<file path="src/rtl/rover_pkg.sv">
// Shared definitions for the rover dispatch controller and hospitalROVER:
// FSM state encoding and default location geometry.
package rover_pkg;

  localparam int unsigned DefNumLocs = 8;
  localparam int unsigned DefLocW    = 3;

  typedef enum logic [1:0] {
    StIdle   = 2'd0,
    StMoving = 2'd1,
    StDwell  = 2'd2
  } state_e;

endpackage

</file>
<file path="src/rtl/rover_dispatch_ctrl_if.sv">
// Ward-call / rover handshake bundle between the dispatch controller (slave)
// and whatever drives calls and reports the rover position (master).
interface rover_dispatch_ctrl_if import rover_pkg::*; #(
  parameter int unsigned NUM_LOCS = DefNumLocs,
  parameter int unsigned LOC_W    = DefLocW
);
  logic [NUM_LOCS-1:0] call_req;
  logic                estop;
  logic [LOC_W-1:0]    current_loc;
  logic                move_switch;
  logic [LOC_W-1:0]    served_loc;
  logic                arrive;
  logic [NUM_LOCS-1:0] pending;
  logic                busy;

  modport master (
    output call_req, estop, current_loc,
    input  move_switch, served_loc, arrive, pending, busy
  );

  modport slave (
    input  call_req, estop, current_loc,
    output move_switch, served_loc, arrive, pending, busy
  );
endinterface

</file>
<file path="src/rtl/rover_dwell_timer.sv">
// Dwell counter: loads a start value, counts down on request, flags zero.
module rover_dwell_timer #(
  parameter int unsigned CNT_W = 8
) (
  input  logic             clk_i,
  input  logic             rst_ni,
  input  logic             load_i,
  input  logic [CNT_W-1:0] load_val_i,
  input  logic             dec_i,
  output logic [CNT_W-1:0] cnt_o,
  output logic             zero_o
);

  logic [CNT_W-1:0] cnt_q, cnt_d;

  always_comb begin
    cnt_d = cnt_q;
    if (load_i) begin
      cnt_d = load_val_i;
    end else if (dec_i && (cnt_q != '0)) begin
      cnt_d = cnt_q - CNT_W'(1);
    end
  end

  always_ff @(posedge clk_i) begin
    if (!rst_ni) begin
      cnt_q <= '0;
    end else begin
      cnt_q <= cnt_d;
    end
  end

  assign cnt_o  = cnt_q;
  assign zero_o = (cnt_q == '0);

endmodule

</file>
<file path="src/rtl/rover_dispatch_ctrl.sv">
// Latches ward calls and steps the rover via move_switch, holding it at each
// requested location for a fixed dwell before clearing that request.
module rover_dispatch_ctrl import rover_pkg::*; #(
  parameter int unsigned NUM_LOCS     = DefNumLocs,
  parameter int unsigned LOC_W        = DefLocW,
  parameter int unsigned DWELL_CYCLES = 4,
  parameter int unsigned CNT_W        = 8
) (
  input logic                 clk_i,
  input logic                 rst_ni,
  rover_dispatch_ctrl_if.slave bus
);

  localparam int unsigned ExtW = 2 ** LOC_W;

  state_e              state_q, state_d;
  logic [NUM_LOCS-1:0] pending_q, pending_d;
  logic [LOC_W-1:0]    svc_loc_q, svc_loc_d;
  logic [LOC_W-1:0]    served_loc_q, served_loc_d;

  logic [ExtW-1:0]     pend_ext;
  logic [ExtW-1:0]     svc_onehot;
  logic [NUM_LOCS-1:0] svc_bit;
  logic                hit;
  logic                done;
  logic                tmr_load, tmr_dec, tmr_zero;
  logic [CNT_W-1:0]    tmr_cnt;

  // Zero-extend so any current_loc value indexes safely; range check is explicit.
  assign pend_ext   = ExtW'(pending_q);
  assign hit        = (32'(bus.current_loc) < NUM_LOCS) && pend_ext[bus.current_loc];
  assign svc_onehot = {{(ExtW-1){1'b0}}, 1'b1} << svc_loc_q;
  assign svc_bit    = svc_onehot[NUM_LOCS-1:0];
  assign done       = (state_q == StDwell) && tmr_zero && !bus.estop;

  always_comb begin
    // A call for the location being served is absorbed for the whole dwell.
    pending_d = pending_q | (bus.call_req & ~((state_q == StDwell) ? svc_bit : '0));
    if (done) begin
      pending_d = pending_d & ~svc_bit;
    end
  end

  always_comb begin
    state_d      = state_q;
    svc_loc_d    = svc_loc_q;
    served_loc_d = served_loc_q;
    tmr_load     = 1'b0;
    tmr_dec      = 1'b0;
    unique case (state_q)
      StIdle: begin
        if (pending_q != '0) begin
          if (hit) begin
            state_d   = StDwell;
            tmr_load  = 1'b1;
            svc_loc_d = bus.current_loc;
          end else begin
            state_d = StMoving;
          end
        end
      end
      StMoving: begin
        if (hit) begin
          state_d   = StDwell;
          tmr_load  = 1'b1;
          svc_loc_d = bus.current_loc;
        end
      end
      StDwell: begin
        if (done) begin
          served_loc_d = svc_loc_q;
          state_d      = (pending_d != '0) ? StMoving : StIdle;
        end else begin
          tmr_dec = 1'b1;
        end
      end
      default: state_d = StIdle;
    endcase
    if (bus.estop) begin
      state_d   = state_q;
      svc_loc_d = svc_loc_q;
      tmr_load  = 1'b0;
      tmr_dec   = 1'b0;
    end
  end

  always_ff @(posedge clk_i) begin
    if (!rst_ni) begin
      state_q      <= StIdle;
      pending_q    <= '0;
      svc_loc_q    <= '0;
      served_loc_q <= '0;
    end else begin
      state_q      <= state_d;
      pending_q    <= pending_d;
      svc_loc_q    <= svc_loc_d;
      served_loc_q <= served_loc_d;
    end
  end

  rover_dwell_timer #(
    .CNT_W(CNT_W)
  ) u_dwell_timer (
    .clk_i     (clk_i),
    .rst_ni    (rst_ni),
    .load_i    (tmr_load),
    .load_val_i(CNT_W'(DWELL_CYCLES - 1)),
    .dec_i     (tmr_dec),
    .cnt_o     (tmr_cnt),
    .zero_o    (tmr_zero)
  );

  logic unused_cnt;
  assign unused_cnt = ^tmr_cnt;

  assign bus.move_switch = (state_q == StMoving) && !hit && !bus.estop;
  assign bus.arrive      = done;
  assign bus.busy        = (state_q != StIdle);
  assign bus.pending     = pending_q;
  assign bus.served_loc  = served_loc_q;

endmodule

</file>
<file path="src/flat_wrapper.sv">
// flat-port wrapper written by rule: the top's interface ports become plain ports
module rover_dispatch_ctrl_flat import rover_pkg::*;
#(
  parameter int unsigned NUM_LOCS     = DefNumLocs,
  parameter int unsigned LOC_W        = DefLocW,
  parameter int unsigned DWELL_CYCLES = 4,
  parameter int unsigned CNT_W        = 8
)
  (clk_i, rst_ni, bus_call_req, bus_estop, bus_current_loc, bus_move_switch, bus_served_loc, bus_arrive, bus_pending, bus_busy);
  rover_dispatch_ctrl_if #(.NUM_LOCS(NUM_LOCS), .LOC_W(LOC_W)) bus_i ();
  input logic clk_i;
  input logic rst_ni;
  input wire logic [$bits(bus_i.call_req)-1:0] bus_call_req;
  input wire logic [$bits(bus_i.estop)-1:0] bus_estop;
  input wire logic [$bits(bus_i.current_loc)-1:0] bus_current_loc;
  output wire logic [$bits(bus_i.move_switch)-1:0] bus_move_switch;
  output wire logic [$bits(bus_i.served_loc)-1:0] bus_served_loc;
  output wire logic [$bits(bus_i.arrive)-1:0] bus_arrive;
  output wire logic [$bits(bus_i.pending)-1:0] bus_pending;
  output wire logic [$bits(bus_i.busy)-1:0] bus_busy;
  assign bus_i.call_req = bus_call_req;
  assign bus_i.estop = bus_estop;
  assign bus_i.current_loc = bus_current_loc;
  assign bus_move_switch = bus_i.move_switch;
  assign bus_served_loc = bus_i.served_loc;
  assign bus_arrive = bus_i.arrive;
  assign bus_pending = bus_i.pending;
  assign bus_busy = bus_i.busy;
  rover_dispatch_ctrl #(.NUM_LOCS(NUM_LOCS), .LOC_W(LOC_W), .DWELL_CYCLES(DWELL_CYCLES), .CNT_W(CNT_W)) u_core (.clk_i(clk_i), .rst_ni(rst_ni), .bus(bus_i));
endmodule
</file>
<file path="config.mk">
export PLATFORM = sky130hd
export DESIGN_NAME = rover_dispatch_ctrl_flat
export DESIGN_NICKNAME = d
export VERILOG_FILES = /design/src/rtl/rover_pkg.sv /design/src/rtl/rover_dispatch_ctrl_if.sv /design/src/rtl/rover_dwell_timer.sv /design/src/rtl/rover_dispatch_ctrl.sv /design/src/flat_wrapper.sv
export SDC_FILE = /design/constraint.sdc
export NUM_CORES = 1
export LEC_CHECK = 0
export CELL_PAD_IN_SITES_DETAIL_PLACEMENT = 0
export CELL_PAD_IN_SITES_GLOBAL_PLACEMENT = 1
export CORE_MARGIN = 2
export CORE_UTILIZATION = 40
export DETAILED_ROUTE_END_ITERATION = 8
export PLACE_DENSITY_LB_ADDON = 0.15
export SLEW_MARGIN = 10
export SYNTH_ARGS = -nofsm -noshare
export SYNTH_HDL_FRONTEND = slang
export SYNTH_SLANG_ARGS = --single-unit
export TNS_END_PERCENT = 10
</file>
<file path="constraint.sdc">
create_clock -name clk_i -period 6.6 [get_ports clk_i]
set_clock_uncertainty 0.05 [all_clocks]
set_input_delay 1.98 -clock clk_i [delete_from_list [all_inputs] [get_ports clk_i]]
set_output_delay 1.98 -clock clk_i [all_outputs]
set_load 0.005 [all_outputs]
</file>
[Word-level counts from Yosys, hierarchy flattened]
Cells that the tools add are included.
Widths: inputs -> output; s select.
Word-level totals
  flip-flop bits (word level): 24
  latch bits: 0
  RAM bits: 0
  bits in read-only memories: 0
  logic and storage cells: 62
  memories: 0
Operators by class
  add/sub/neg operators: 1
  multipliers: 0
  divide/modulo/power cells: 0
  order comparisons: 1
  equality and inequality tests: 5
  shift operators: 1
  multiplexer cells: 22
  bitwise gates (word level): 7
  reduce and logical (&&, ||, !) cells: 19
Operators by type and width (count)
  $reduce_bool 8->1: 3
  $and 8x8->8: 2
  $mux 8: 2
  $not 8->8: 2
  $mux 2: 6
  $logic_not 8->1: 1
  $mux 1: 8
  $or 8x8->8: 1
  $shl 1x3->8 const A: 1
  $sub 8x1->8 const B: 1
  $mux 3: 2
  $pmux 2 s3: 1
  $pmux 3 s2: 1
  $reduce_bool 2->1: 3
  $logic_and 1x1->1: 5
  $lt 3x4->1 const B: 1
  $ne 2x1->1 const B: 2
  $reduce_and 4->1: 1
  $bmux 1 s3: 1
  $reduce_and 3->1: 1
  $eq 2x1->1 const B: 1
  $eq 2x2->1 const B: 1
  $logic_not 1->1: 2
  $logic_not 2->1: 1
  other kinds (5): 6

[Longest topological paths before layout]
  depth after elaboration: 11
  mapped depth: 7

[By module]
A second synthesis with hierarchy kept.
Unflattened totals
  cell total of the unflattened synthesis: 161
  area, all modules: 1398.8 um^2
By module, submodules not included
  rover_dispatch_ctrl: times used 1, cells an instance 103, area an instance 890.9 um^2
  rover_dwell_timer: times used 1, cells an instance 58, area an instance 508.0 um^2

[Worst setup path before layout]
Ideal clock, no wire load.
  path type: in2out
  start: in bus_current_loc[1]
  end: out bus_move_switch
  arrival time: 2.853 ns
  setup slack: 1.717 ns
  stages on the path: 3
  cell sequence: mux4_2 -> mux2i_1 -> and3_1
Between the ends
  longest elaborated chain between the ends: 5
Ends and longest elaborated chain
  start: declaration: RTL line flat_wrapper.sv:15  | input wire logic [$bits(bus_i.current_loc)-1:0] bus_current_loc;
  $bmux 1 s3: RTL line rover_dispatch_ctrl.sv:31  | assign hit = (32'(bus.current_loc) < NUM_LOCS) && pend_ext[bus.current_loc];
  $mux 1 (implied by the code): RTL line rover_dispatch_ctrl.sv:31
  $logic_not 1->1: RTL line rover_dispatch_ctrl.sv:116  | assign bus.move_switch = (state_q == StMoving) && !hit && !bus.estop;
  $logic_and 1x1->1 (2 in series): RTL line rover_dispatch_ctrl.sv:116
  end: declaration: RTL line flat_wrapper.sv:16  | output wire logic [$bits(bus_i.move_switch)-1:0] bus_move_switch;
Every way passes these cells. The select of a mux whose other input is x is not followed.

[Final worst setup path]
Ends and elaborated chain as after synthesis.

==> qor.txt <==
Status - finished clean
Simple logic cell fraction of the synthesized area - 30.4%
CP cell instances - clkdlybuf4s50_1 -> mux4_2 -> mux2i_1 -> and3_1 -> clkdlybuf4s50_1
Placed Cells - 219
Setup ws final - 561 ps
Worst Setup End Kind - output pin
Sequential share of the synthesized area - 35.7%
# DRC - 0
Max Fclk - 166 MHz
Starting Density - 41.0%
Syn-to-layout area delta - 26.0%
CP dominant cell by count - clkdlybuf4s50_1
Die Y - 62.0 um
Nets@finish - 194
Share of cells above drive strength 1 - 9.60%
Initial DRC count - 49
EDFF count, synth - 0
CP peak stage delay - 550 ps
Final TNS setup - 0 ps
Syn avg cell area - 8.97 um^2
Horiz. Die Dim - 62.0 um
Root Buffer - clkbuf_4
Fraction of registers with async set/reset - 0%
Min cycle time layout - 6040 ps
Worst EP required - 4570 ps
Number of global-route vias before repair - 1082
Core Area - 3280 um^2
Pre-Repair DR Iteration Count - 4
CTS Buf Count - 3
RePlAce Congestion - 0.758
Clock Pin Slew Worst Setup and Hold Paths - 150 ps
Slew Limit Fails - 0
Power per cell area - 205 nW/um^2
Final hold vios - 0
Commonest non-fill, non-tap cell in the layout - clkdlybuf4s50_1
Die Area - 3840 um^2
Maximum clock path buffer count - 2
Hold WC Path Type - flop to flop
Setup bufs post-CTS - 0
Post-DP HPWL - 2430 um
Hold-fix buffers, CTS - 0
Clock sink count - 24
First-pass GRT wire length - 5060 um
Largest net degree at the start of global routing - 19
RSZ-0062 raised after global routing - no
Leakage power - 0.626 nW
Max-cap violation count - 0
Commonest non-fill, non-tap cells in the layout - clkdlybuf4s50_1 (27), dfxtp_1 (24), nor2_1 (22), nand2_1 (13), a21oi_1 (9)
Main synth FF type - dfxtp_1
Worst slew pin tran - 527 ps
Antenna cells - 0
Crit path max fanout - 4
Antenna viol nets, final - 0
Post-DR wirelength/cell - 14.1 um
Routed wire length - 3130 um
YS warnings - 0
Net Count, Synth - 166
Cell variety after synth - 46
Fraction of synthesized area in multiplexers - 6.33%
TritonCTS clock tree - done
IO buf count - 27
Vias - 1160
Worst slew margin relative to its limit - 64.6%
Synth Area in Adders - 1.86%
Peak VDD IR - 91.2 uV
Slowest cell on the critical path - clkdlybuf4s50_1
Clock Latency Late Sink - 330 ps
Resized cells post-CTS - 0
Via density - 5.20
XOR/XNOR Fraction of Synth Area - 4.56%
I/O pin count - 28
CP Launch Type - primary input
GRT Total Usage - 18.0%
Grt ovf - 0
Pre-CTS setup slack - 532 ps
Arrival time at the worst endpoint - 4010 ps
Syn Inst Count - 150
Final cell count without fillers - 223
# setup viols final - 0
Antenna violations before repair - 0
Compound-Gate Fraction of Synth Area - 16.8%
Final worst-path cycle share - 91.5%
WHS - 425 ps
Largest family of logic cells by synthesized area - simple AND/OR/NAND/NOR gates
Row cnt - 21
Yosys reg bits - 24
Synthesized cell area - 1350 um^2
WS Path Type - primary input to output pin
Htree depth - 1
## worst max-delay path: cells and delay by family
family | cells | cell delay, ps
mux | 2 | 790
simple gates | 1 | 200
buf+inv | 2 | 1040
## through the flow
| step | total power [mW] | util, % | instance area (um^2) |
|---|---|---|---|
| after floorplan | 0.210 | - | 1350 |
| after global placement | 0.239 | 50.0 | 1640 |
| after detailed placement | 0.239 | 50.0 | 1640 |
| after CTS | 0.348 | 51.6 | 1690 |
| after global routing | 0.364 | 51.6 | 1690 |
| final | 0.347 | 51.6 | 1690 |
## cells in the mapped netlist (3+ instances only)
library cell  instances  area share (%)
nand2_1              13             3.6
xnor2_1               5             3.3
inv_1                 5             1.4
a21oi_1               9             3.3
dfxtp_1              24              36
nand2b_1              5             2.3
mux2i_1               4             3.0
a31oi_1               4             1.9
nor2_1               22             6.1
nor4_1                4             1.9
nor3_1                5             1.9
and2_1                3             1.4
a21boi_1              3             1.7
## where the power goes
part	leakage [nW]	total (mW)	switching, mW	internal [mW]
Sequential	0.197	0.166	0.0127	0.153
Combinational	0.401	0.0702	0.0318	0.0384
Clock	0.0279	0.111	0.0496	0.0614
Total	0.626	0.347	0.0941	0.253
## kinds of logic after synthesis
group                      Yosys count
xor gates and xnor gates             7
AOI/OAI and AO/OA                   30
buffers and inverters               11
muxes                                6
DFF                                 24
and+or+nand+nor                     70
adders and majority gates            2
## layer usage
metal	wire length (um)	track usage, %
met1	1560	27.3
met2	1410	26.5
met3	131	3.11
met4	36	4.56
met5	0	0
## path summary, 6_finish.rpt
check | startpoint | endpoint | slack, ps | cells after the start
setup / recovery | bus_current_loc[1] | bus_move_switch | 560 | 5
hold reg to reg | u_core.bus.served_loc[2] | u_core.bus.served_loc[2] | 430 | 2
hold / removal | u_core.bus.served_loc[2] | u_core.bus.served_loc[2] | 430 | 2
setup reg to reg | u_core.state_q[1] | u_core.state_q[0] | 4570 | 5
## flip-flops by register name, summed over array words and instances, names as in the netlist
register,flops
u_core.bus.pending,8
u_core.bus.served_loc,3
u_core.u_dwell_timer.cnt_o,8
u_core.state_q,2
u_core.svc_loc_q,3
## layout make-up
type                       count  area [um^2]
clock buffer                   3         22.5
clock inverter                 1         30.0
fill                         314         1590
inverter                       7         26.3
multi-input combinational    115          807
sequential                    24          480
tap                           46         57.6
timing repair buffer          27          270
Note: power is estimated with default switching activity, not from simulation.
